## src/rtl/sat_counter.sv

```systemverilog
`default_nettype none
//------------------------------------------------------------------------------
// Module      : sat_counter
// Description : Up-counter that increments on inc_i and holds at all-ones.
// Ports       : clk      - clock, rising edge
//               reset    - asynchronous active-high reset, clears the count
//               inc_i    - increment request for this cycle
//               count_o  - current registered count
// Revision    : 1.0  initial release
//------------------------------------------------------------------------------
module sat_counter #(
    parameter int WIDTH = 16
) (
    input  logic             clk,
    input  logic             reset,
    input  logic             inc_i,
    output logic [WIDTH-1:0] count_o
);

    logic [WIDTH-1:0] r_count;

    always_ff @(posedge clk or posedge reset) begin
        if (reset) begin
            r_count <= '0;
        end else if (inc_i && !(&r_count)) begin
            r_count <= r_count + 1'b1;
        end
    end

    assign count_o = r_count;

endmodule : sat_counter
`default_nettype wire

```

## config.mk

```make
export PLATFORM = sky130hd
export DESIGN_NAME = sat_counter
export DESIGN_NICKNAME = d
export VERILOG_FILES = /design/src/rtl/sat_counter.sv
export SDC_FILE = /design/constraint.sdc
export NUM_CORES = 1
export LEC_CHECK = 0
export BUFFER_PORTS_ARGS = -buffer_cell sky130_fd_sc_hd__buf_2
export CELL_PAD_IN_SITES_DETAIL_PLACEMENT = 1
export CELL_PAD_IN_SITES_GLOBAL_PLACEMENT = 2
export CORE_AREA = 2 2 52 54
export DETAILED_ROUTE_END_ITERATION = 8
export DIE_AREA = 0 0 54 56
export HOLD_SLACK_MARGIN = 0.03
export PLACE_DENSITY = 0.76
export SLEW_MARGIN = 20
export SYNTH_ARGS = -nofsm -noshare
export SYNTH_HDL_FRONTEND = slang
export SYNTH_SLANG_ARGS = --single-unit
```

## constraint.sdc

```tcl
create_clock -name clk -period 3 [get_ports clk]
set_clock_uncertainty 0.05 [all_clocks]
set_input_delay 0.6 -clock clk [delete_from_list [all_inputs] [get_ports clk]]
set_output_delay 0.6 -clock clk [all_outputs]
set_load 0.02 [all_outputs]
```

# Word-level counts from Yosys, hierarchy flattened
# Index checks and enable logic that the tools add are counted.
dict set report totals {
  word_cells 5
  memories 0
  ff_bits 16
  ram_bits 0
  input_bits 3
  output_inout_bits 16
  latchBits 0
  rom_bits 0
}
dict set report classes {
  shifts 0
  addsub 1
  n_bitwise 0
  n_eq_ne 0
  muxes 0
  multipliers 0
  order_cmp 0
  n_reduce_logical 3
  n_div 0
}
# cell n
set ops {}
lappend ops {{16-bit by 1-bit adder with 16-bit output, second input constant} 1}
lappend ops {{16-bit AND reduction} 1}
lappend ops {{1-bit logical AND} 1}
lappend ops {{1-bit zero test} 1}

# Logic depth before layout (Yosys ltp)
# Gate-level depths: netlist of the first run.
dict set report depth {
  word_depth 3
  depth_mapped 6
  mapped_depth_nobuf 5
}

# Least setup slack after synthesis of the first run
# OpenSTA, ideal clock, no wires.
dict set report synth_timing {
  kind {flip-flop to flip-flop}
  startpoint {register r_count[0], in the netlist count_o[0]}
  endpoint {register r_count[1], in the netlist count_o[1]}
  synth_period_minus_slack_ns 2.099
  setup_slack_ns 0.901
  setup_ns 0.125
  n_path_buf 1
  required_ns 2.825
  stages_incl_launch_ff 7
  t_arrival_ns 1.924
  cell_sequence {dfrtp_1 ha_1 nand4_2 or4_1 buf_6 nand2_4 mux2_4}
}
dict set report synth_via {
  elab_chain_cells 3
  elab_cells_between_ends 4
  classes_between {add/sub: 1; reduce/logical: 3}
}
# item line_no
set synth_rtl {}
lappend synth_rtl {{from (decl)} 20} ;# logic [WIDTH-1:0] r_count;
lappend synth_rtl {{from (signal assigned)} 26} ;# r_count <= r_count + 1'b1;
lappend synth_rtl {{parallel branches: the longest is 3 deep, another holds 16-bit by 1-bit adder with 16-bit output} --}
# Parallel ways; which one is timed is not known.
# A chain may end at the register's enable or synchronous reset.

# Worst setup path in the final report of the first run
# Ends and elaborated chain as after synthesis.

==> results of run 1 <==
placed cells by master (no fill, tap or decap), drive strengths merged:
| cell type | instances |
|---|---|
| buf | 18 |
| dfrtp | 16 |
| and2 | 1 |
| inv | 2 |
| clkbuf | 4 |
| nor2 | 4 |
| xnor2 | 10 |
| ha | 1 |
| nor4 | 3 |
| or2 | 1 |
| nor3 | 1 |
| xor2 | 4 |
| or4 | 2 |
| nand2 | 5 |
| o21ai | 1 |
| nand4b | 1 |
| o2111ai | 1 |
| nand3b | 1 |
| mux2 | 2 |
| and3 | 1 |
| nand3 | 9 |
| nand4 | 6 |
area by class of cell:
| class | count | area [µm²] |
|---|---|---|
| fillers | 298 | 1480 |
| flip-flops and latches | 16 | 400 |
| multi-input cells | 54 | 379 |
| repair buffers | 18 | 90.1 |
| well taps | 30 | 37.5 |
| clock buffers | 4 | 36.3 |
| inverters | 2 | 7.51 |
power by group:
| part | switching [mW] | total (mW) | leakage, nW | internal, mW |
|---|---|---|---|---|
| combinational | 0.124 | 0.216 | 0.215 | 0.0925 |
| clock | 0.0722 | 0.146 | 0.0210 | 0.0738 |
| sequential | 0.0660 | 0.327 | 0.212 | 0.261 |
| total | 0.262 | 0.689 | 0.448 | 0.427 |
kinds of logic after synthesis:
family	after synthesis	share of synthesized area, %
xor gates and xnor gates	14	15.4
muxes	2	3.29
AOI/OAI and AO/OA	2	1.72
buffers and inverters	3	2.35
DFF	16	50.2
and+or+nand+nor	35	25.5
adders and majority gates	1	1.57
layer usage:
metal  global-route usage, %  part of all wire (%)  vias up
met5                       0                     0        -
met4                    7.86                   1.0        0
met2                    20.7                    50       11
met3                    1.88                   2.2        2
met1                    18.8                    47      326
li1                        -                     -      306
critical path, stage by stage, from the launching register on:
cell     delay (ps)
dfrtp_1         440
ha_1            260
nand4_2         160
or4_1           730
nand2_4         150
mux2_4          300
through the flow:
| step | area [µm²] | utilization, % | worst slack (ps) | total power [mW] |
|---|---|---|---|---|
| detailed placement | 915 | 37.6 | 832 | 0.549 |
| floorplan | 798 | - | 901 | 0.469 |
| CTS | 951 | 39.1 | 811 | 0.698 |
| global placement | 915 | 37.6 | 909 | 0.540 |
| global route | 951 | 39.1 | 695 | 0.742 |
| finish | 951 | 39.1 | 799 | 0.689 |
path summary, 6_finish.rpt:
check                             from           to  slack, ps  depth (start not counted)
max                         count_o[0]   count_o[1]        800                          5
min                              reset   count_o[8]        320                          2
max reg2reg                 count_o[0]   count_o[1]        800                          5
min reg2reg                count_o[15]  count_o[15]        450                          1
max in group asynchronous        reset  count_o[13]       2180                          2
min in group clk           count_o[15]  count_o[15]        450                          1
cell usage after synthesis, drive strengths merged:
master   instances
and2             1
and3             1
buf              1
dfrtp           16
ha               1
inv              2
mux2             2
nand2            5
nand3            9
nand3b           1
nand4            6
nand4b           1
nor2             4
nor3             1
nor4             3
o2111ai          1
o21ai            1
or2              1
or4              2
xnor2           10
xor2             4
==> impl_metrics.csv, run 1 <==
group,metric,value,unit
cts,htree_levels,1,
global_routing,grt.overflow.total,0,
pwr,leakage,0.448,nW
routing,drc,0,
final_layout,largest_reg_flops,16,
cts,cts-root-buf,"clkbuf_4",
sta,tightest_slew,621,ps
die,die_area,3020,µm²
synthesis,yosysTopAreaCell,"dfrtp_1",
cts,post-cts-setup-buffer-count,0,
global_routing,grt_use_total,13.9,%
die,die_w,54,µm
synthesis,syn_area_per_cell,10.9,µm²
cts,cts.sinks,16,
sta,post-route-min-period,2200,ps
synthesis,yosys.area.top_type_share,50.2,%
synthesis,syn_area,798,µm²
synthesis,synth_nets,77,
routing,vias,645,
die,rows,18,
synthesis,synthCells,73,
final_layout,layout.nets,99,
final_layout,syn_to_final_growth,19.1,%
routing,drtAntennaViolNets,0,
die,die_h,56,µm
sta,finalCritPeriodShare,73.4,%
cts,cts_tree,"yes",
synthesis,synthTopCellsByArea,"dfrtp_1 (50%), xnor2_1 (11%), nand3_1 (5.6%)",
global_routing,grt_pass1_vias,704,
sta,finalSetupTns,0,ps
worst_setup_path,cp.arrival,2330,ps
routing,drt-total-wl,1.83,mm
placement,place_inst,120,
die,start_util,32.8,%
cts,cts_resized,0,
synthesis,synth-seq-area-share,50.2,%
routing,wl_per_cell,14.8,µm
placement,dp_hpwl,1.38,mm
cts,cts_made_buffers,3,
worst_setup_path,path_max_fanout,8,
worst_setup_path,critical_path_class,"reg2reg",
cts,clk_latency,290,ps
sta,final-hold-violation-count,0,
global_routing,grt_max_degree,17,
routing,drt_iter0_markers,2,
die,io_pins,19,
sta,max_freq,454,MHz
worst_setup_path,startpoint_type,"flip-flop",
pwr,ir_drop,0.000342,V
sta,rsz0062_at_grt,"false",
worst_hold_path,min_path_type,"in2async",
placement,portBuffers,18,
outcome,status,"finished, final reports clean",
sta,setup_violations,0,
cts,path_clk_slew,100,ps
synthesis,yosysWarnings,0,
sta,hold_ws,321,ps
routing,dr.pass1.iters,2,
placement,routabilityCongestion,0.709,
global_routing,grt_pass1_wl,3.15,mm
global_routing,antenna_found_initial,0,
final_layout,instances_no_fill,124,
final_layout,drive_gt1_share,27.7,%
pwr,powerDensity,724,nW/µm²
worst_setup_path,crit_path_end_kind,"flip-flop",
final_layout,diodes,0,
sta,slew_viol_final,0,
routing,viasPerCell,5.20,
job,cap_violations,0,
sta,maxSlewHeadroom,58.5,%
die,core_area,2430,µm²
synthesis,ys_ff_latch,16,
worst_setup_path,worstPathRequired,3130,ps
cts,postCtsHoldBufs,0,
cts,clock_path_buffers,2,
synthesis,synth_cell_types,24,
(Power assumes the default switching activity.)
==> run 2: changes to the inputs <==
--- a/config.mk
+++ b/config.mk
@@ -8,11 +8,11 @@
 export BUFFER_PORTS_ARGS = -buffer_cell sky130_fd_sc_hd__buf_2
 export CELL_PAD_IN_SITES_DETAIL_PLACEMENT = 1
 export CELL_PAD_IN_SITES_GLOBAL_PLACEMENT = 2
-export CORE_AREA = 2 2 52 54
+export CORE_AREA = 2 2 56 58
 export DETAILED_ROUTE_END_ITERATION = 8
-export DIE_AREA = 0 0 54 56
+export DIE_AREA = 0 0 58 60
 export HOLD_SLACK_MARGIN = 0.03
-export PLACE_DENSITY = 0.76
+export PLACE_DENSITY = 0.69
 export SLEW_MARGIN = 20
 export SYNTH_ARGS = -nofsm -noshare
 export SYNTH_HDL_FRONTEND = slang
==> constraint.sdc (replaced) <==
create_clock -name clk -period 1.79 [get_ports clk]
set_clock_uncertainty 0.05 [all_clocks]
set_input_delay 0.358 -clock clk [delete_from_list [all_inputs] [get_ports clk]]
set_output_delay 0.358 -clock clk [all_outputs]
set_load 0.02 [all_outputs]
==> run 2 against run 1 <==
Hold slack got worse by 230 ps. Combinational power is 110% higher. Sequential cell count unchanged. Die area up 15%. Critical endpoint unchanged.
==> impl_metrics.csv, run 2 (synthesized netlist as in run 1, its figures left out) <==
group,metric,value,unit
outcome,status,"finished, final reports clean",
routing,drt-total-wl,1.97,mm
cts,cts_tree,"yes",
global_routing,use_met2,20.9,%
sta,finalCritPeriodShare,96.8,%
cts,cts_made_buffers,3,
worst_setup_path,cp.arrival,1870,ps
sta,rsz0062_at_grt,"false",
sta,setup_violations,0,
worst_setup_path,crit_path_end_kind,"flip-flop",
worst_setup_path,startpoint_type,"flip-flop",
worst_setup_path,critical_path_class,"reg2reg",
worst_setup_path,cpPeakStageDelay,480,ps
routing,drt_iter0_markers,6,
cts,clk_latency,290,ps
worst_setup_path,path_max_fanout,4,
placement,dp_hpwl,1.56,mm
final_layout,layout.nets,111,
global_routing,grt_pass1_vias,707,
cts,htree_levels,1,
pwr,powerDensity,1120,nW/µm²
placement,portBuffers,18,
die,io_pins,19,
global_routing,grt_use_total,12.9,%
final_layout,instances_no_fill,139,
final_layout,final_util,37.2,%
routing,viasPerCell,4.87,
final_layout,mostFrequentLayoutCell,"buf_2",
global_routing,grt_max_degree,17,
sta,tightest_slew,662,ps
final_layout,largest_reg_flops,16,
routing,dr.pass1.iters,4,
final_layout,final_area,1080,µm²
sta,worst_slack,58.1,ps
global_routing,grt.busiest_layer,"met2",
global_routing,gr-usage-met1,15.9,%
routing,drc,0,
final_layout,final_cell_mix,"buf_2 (18), dfrtp_2 (13), buf_4 (11)",
global_routing,use_met3,2.60,%
sta,hold_ws,95.9,ps
routing,wl_per_cell,14.2,µm
die,die_h,60,µm
cts,clock_path_buffers,2,
worst_setup_path,cpMaxStageDelayCell,"or4_4",
job,cap_violations,0,
die,core_area,2900,µm²
placement,dpl_cell_area,1040,µm²
die,die_area,3480,µm²
sta,post-route-min-period,1730,ps
cts,cts.sinks,16,
final_layout,drive_gt1_share,49.1,%
cts,path_clk_slew,100,ps
pwr,ir_drop,0.000544,V
routing,drtAntennaViolNets,0,
sta,final-hold-violation-count,0,
routing,vias,677,
sta,slew_viol_final,0,
pwr,leakage,0.493,nW
die,die_w,58,µm
sta,maxSlewHeadroom,55.8,%
cts,cts-root-buf,"clkbuf_4",
die,rows,20,
sta,max_freq,577,MHz
placement,routabilityCongestion,0.724,
worst_setup_path,crit_path_cell_trace,"ha_4 > nand4_4 > or4_4 > nand2_4 > mux2_4",
placement,dp_slack,0.151,ps
cts,postCtsHoldBufs,0,
global_routing,antenna_found_initial,0,
final_layout,diodes,0,
worst_hold_path,min_path_type,"in2async",
final_layout,syn_to_final_growth,35.3,%
global_routing,grt_pass1_wl,3.28,mm
die,start_util,27.5,%
placement,place_inst,134,
global_routing,grt.overflow.total,0,
worst_setup_path,worstPathRequired,1920,ps
-- run 2: cell types whose count changed in the layout (fill, tap and decap cells not counted), sizes merged --
cell,delta
buf,+12
-- run 2: area by class of cell --
| type | count | area [µm²] |
|---|---|---|
| clock buffer | 4 | 26.3 |
| fill | 339 | 1820 |
| timing repair buffer | 30 | 184 |
| multi-input combinational | 54 | 404 |
| inverter | 2 | 7.51 |
| tap | 33 | 41.3 |
| sequential | 16 | 417 |
-- run 2: power breakdown --
part / internal, mW / switching (mW)
clock: 0.0865 / 0.118
combinational: 0.214 / 0.238
sequential: 0.451 / 0.0998
total: 0.752 / 0.456
-- run 2: critical path, delay by kind of cell (launching register included) --
| family | cells | cell delay, ps |
|---|---|---|
| adder cells (fa/ha/maj) | 1 | 180 |
| multiplexers | 1 | 290 |
| AND/OR/NAND/NOR | 3 | 690 |
| flip-flops | 1 | 420 |
-- run 2: final timing paths --
check,from,endpoint,slack (ps),depth (start not counted)
min,reset,count_o[1],100,2
max in group asynchronous,reset,count_o[14],1120,2
max reg2reg,count_o[1],count_o[1],60,5
min reg2reg,count_o[15],count_o[15],430,1
max,count_o[1],count_o[1],60,5
min in group clk,inc_i,count_o[2],350,3
-- run 2: what timing repair did --
action                                  in CTS  in global routing
buffers inserted                             0                  1
endpoints found under the setup margin       7                  5
resized for setup                            1                  1
pin swaps                                    0                  0
cloned                                       0                  0
-- run 2: per-stage QoR --
stage	setup TNS [ps]	power (mW)
after CTS	0	1.21
after global placement	0	0.992
after detailed placement	0	1.00
final	0	1.21
after floorplan	-33.3	0.836
after global routing	0	1.30
-- run 2: metal layers --
layer	vias to the layer above	share of wire, %
met5	-	0
met4	0	2.0
met3	4	3.1
met2	13	50
met1	333	44
li1	327	-
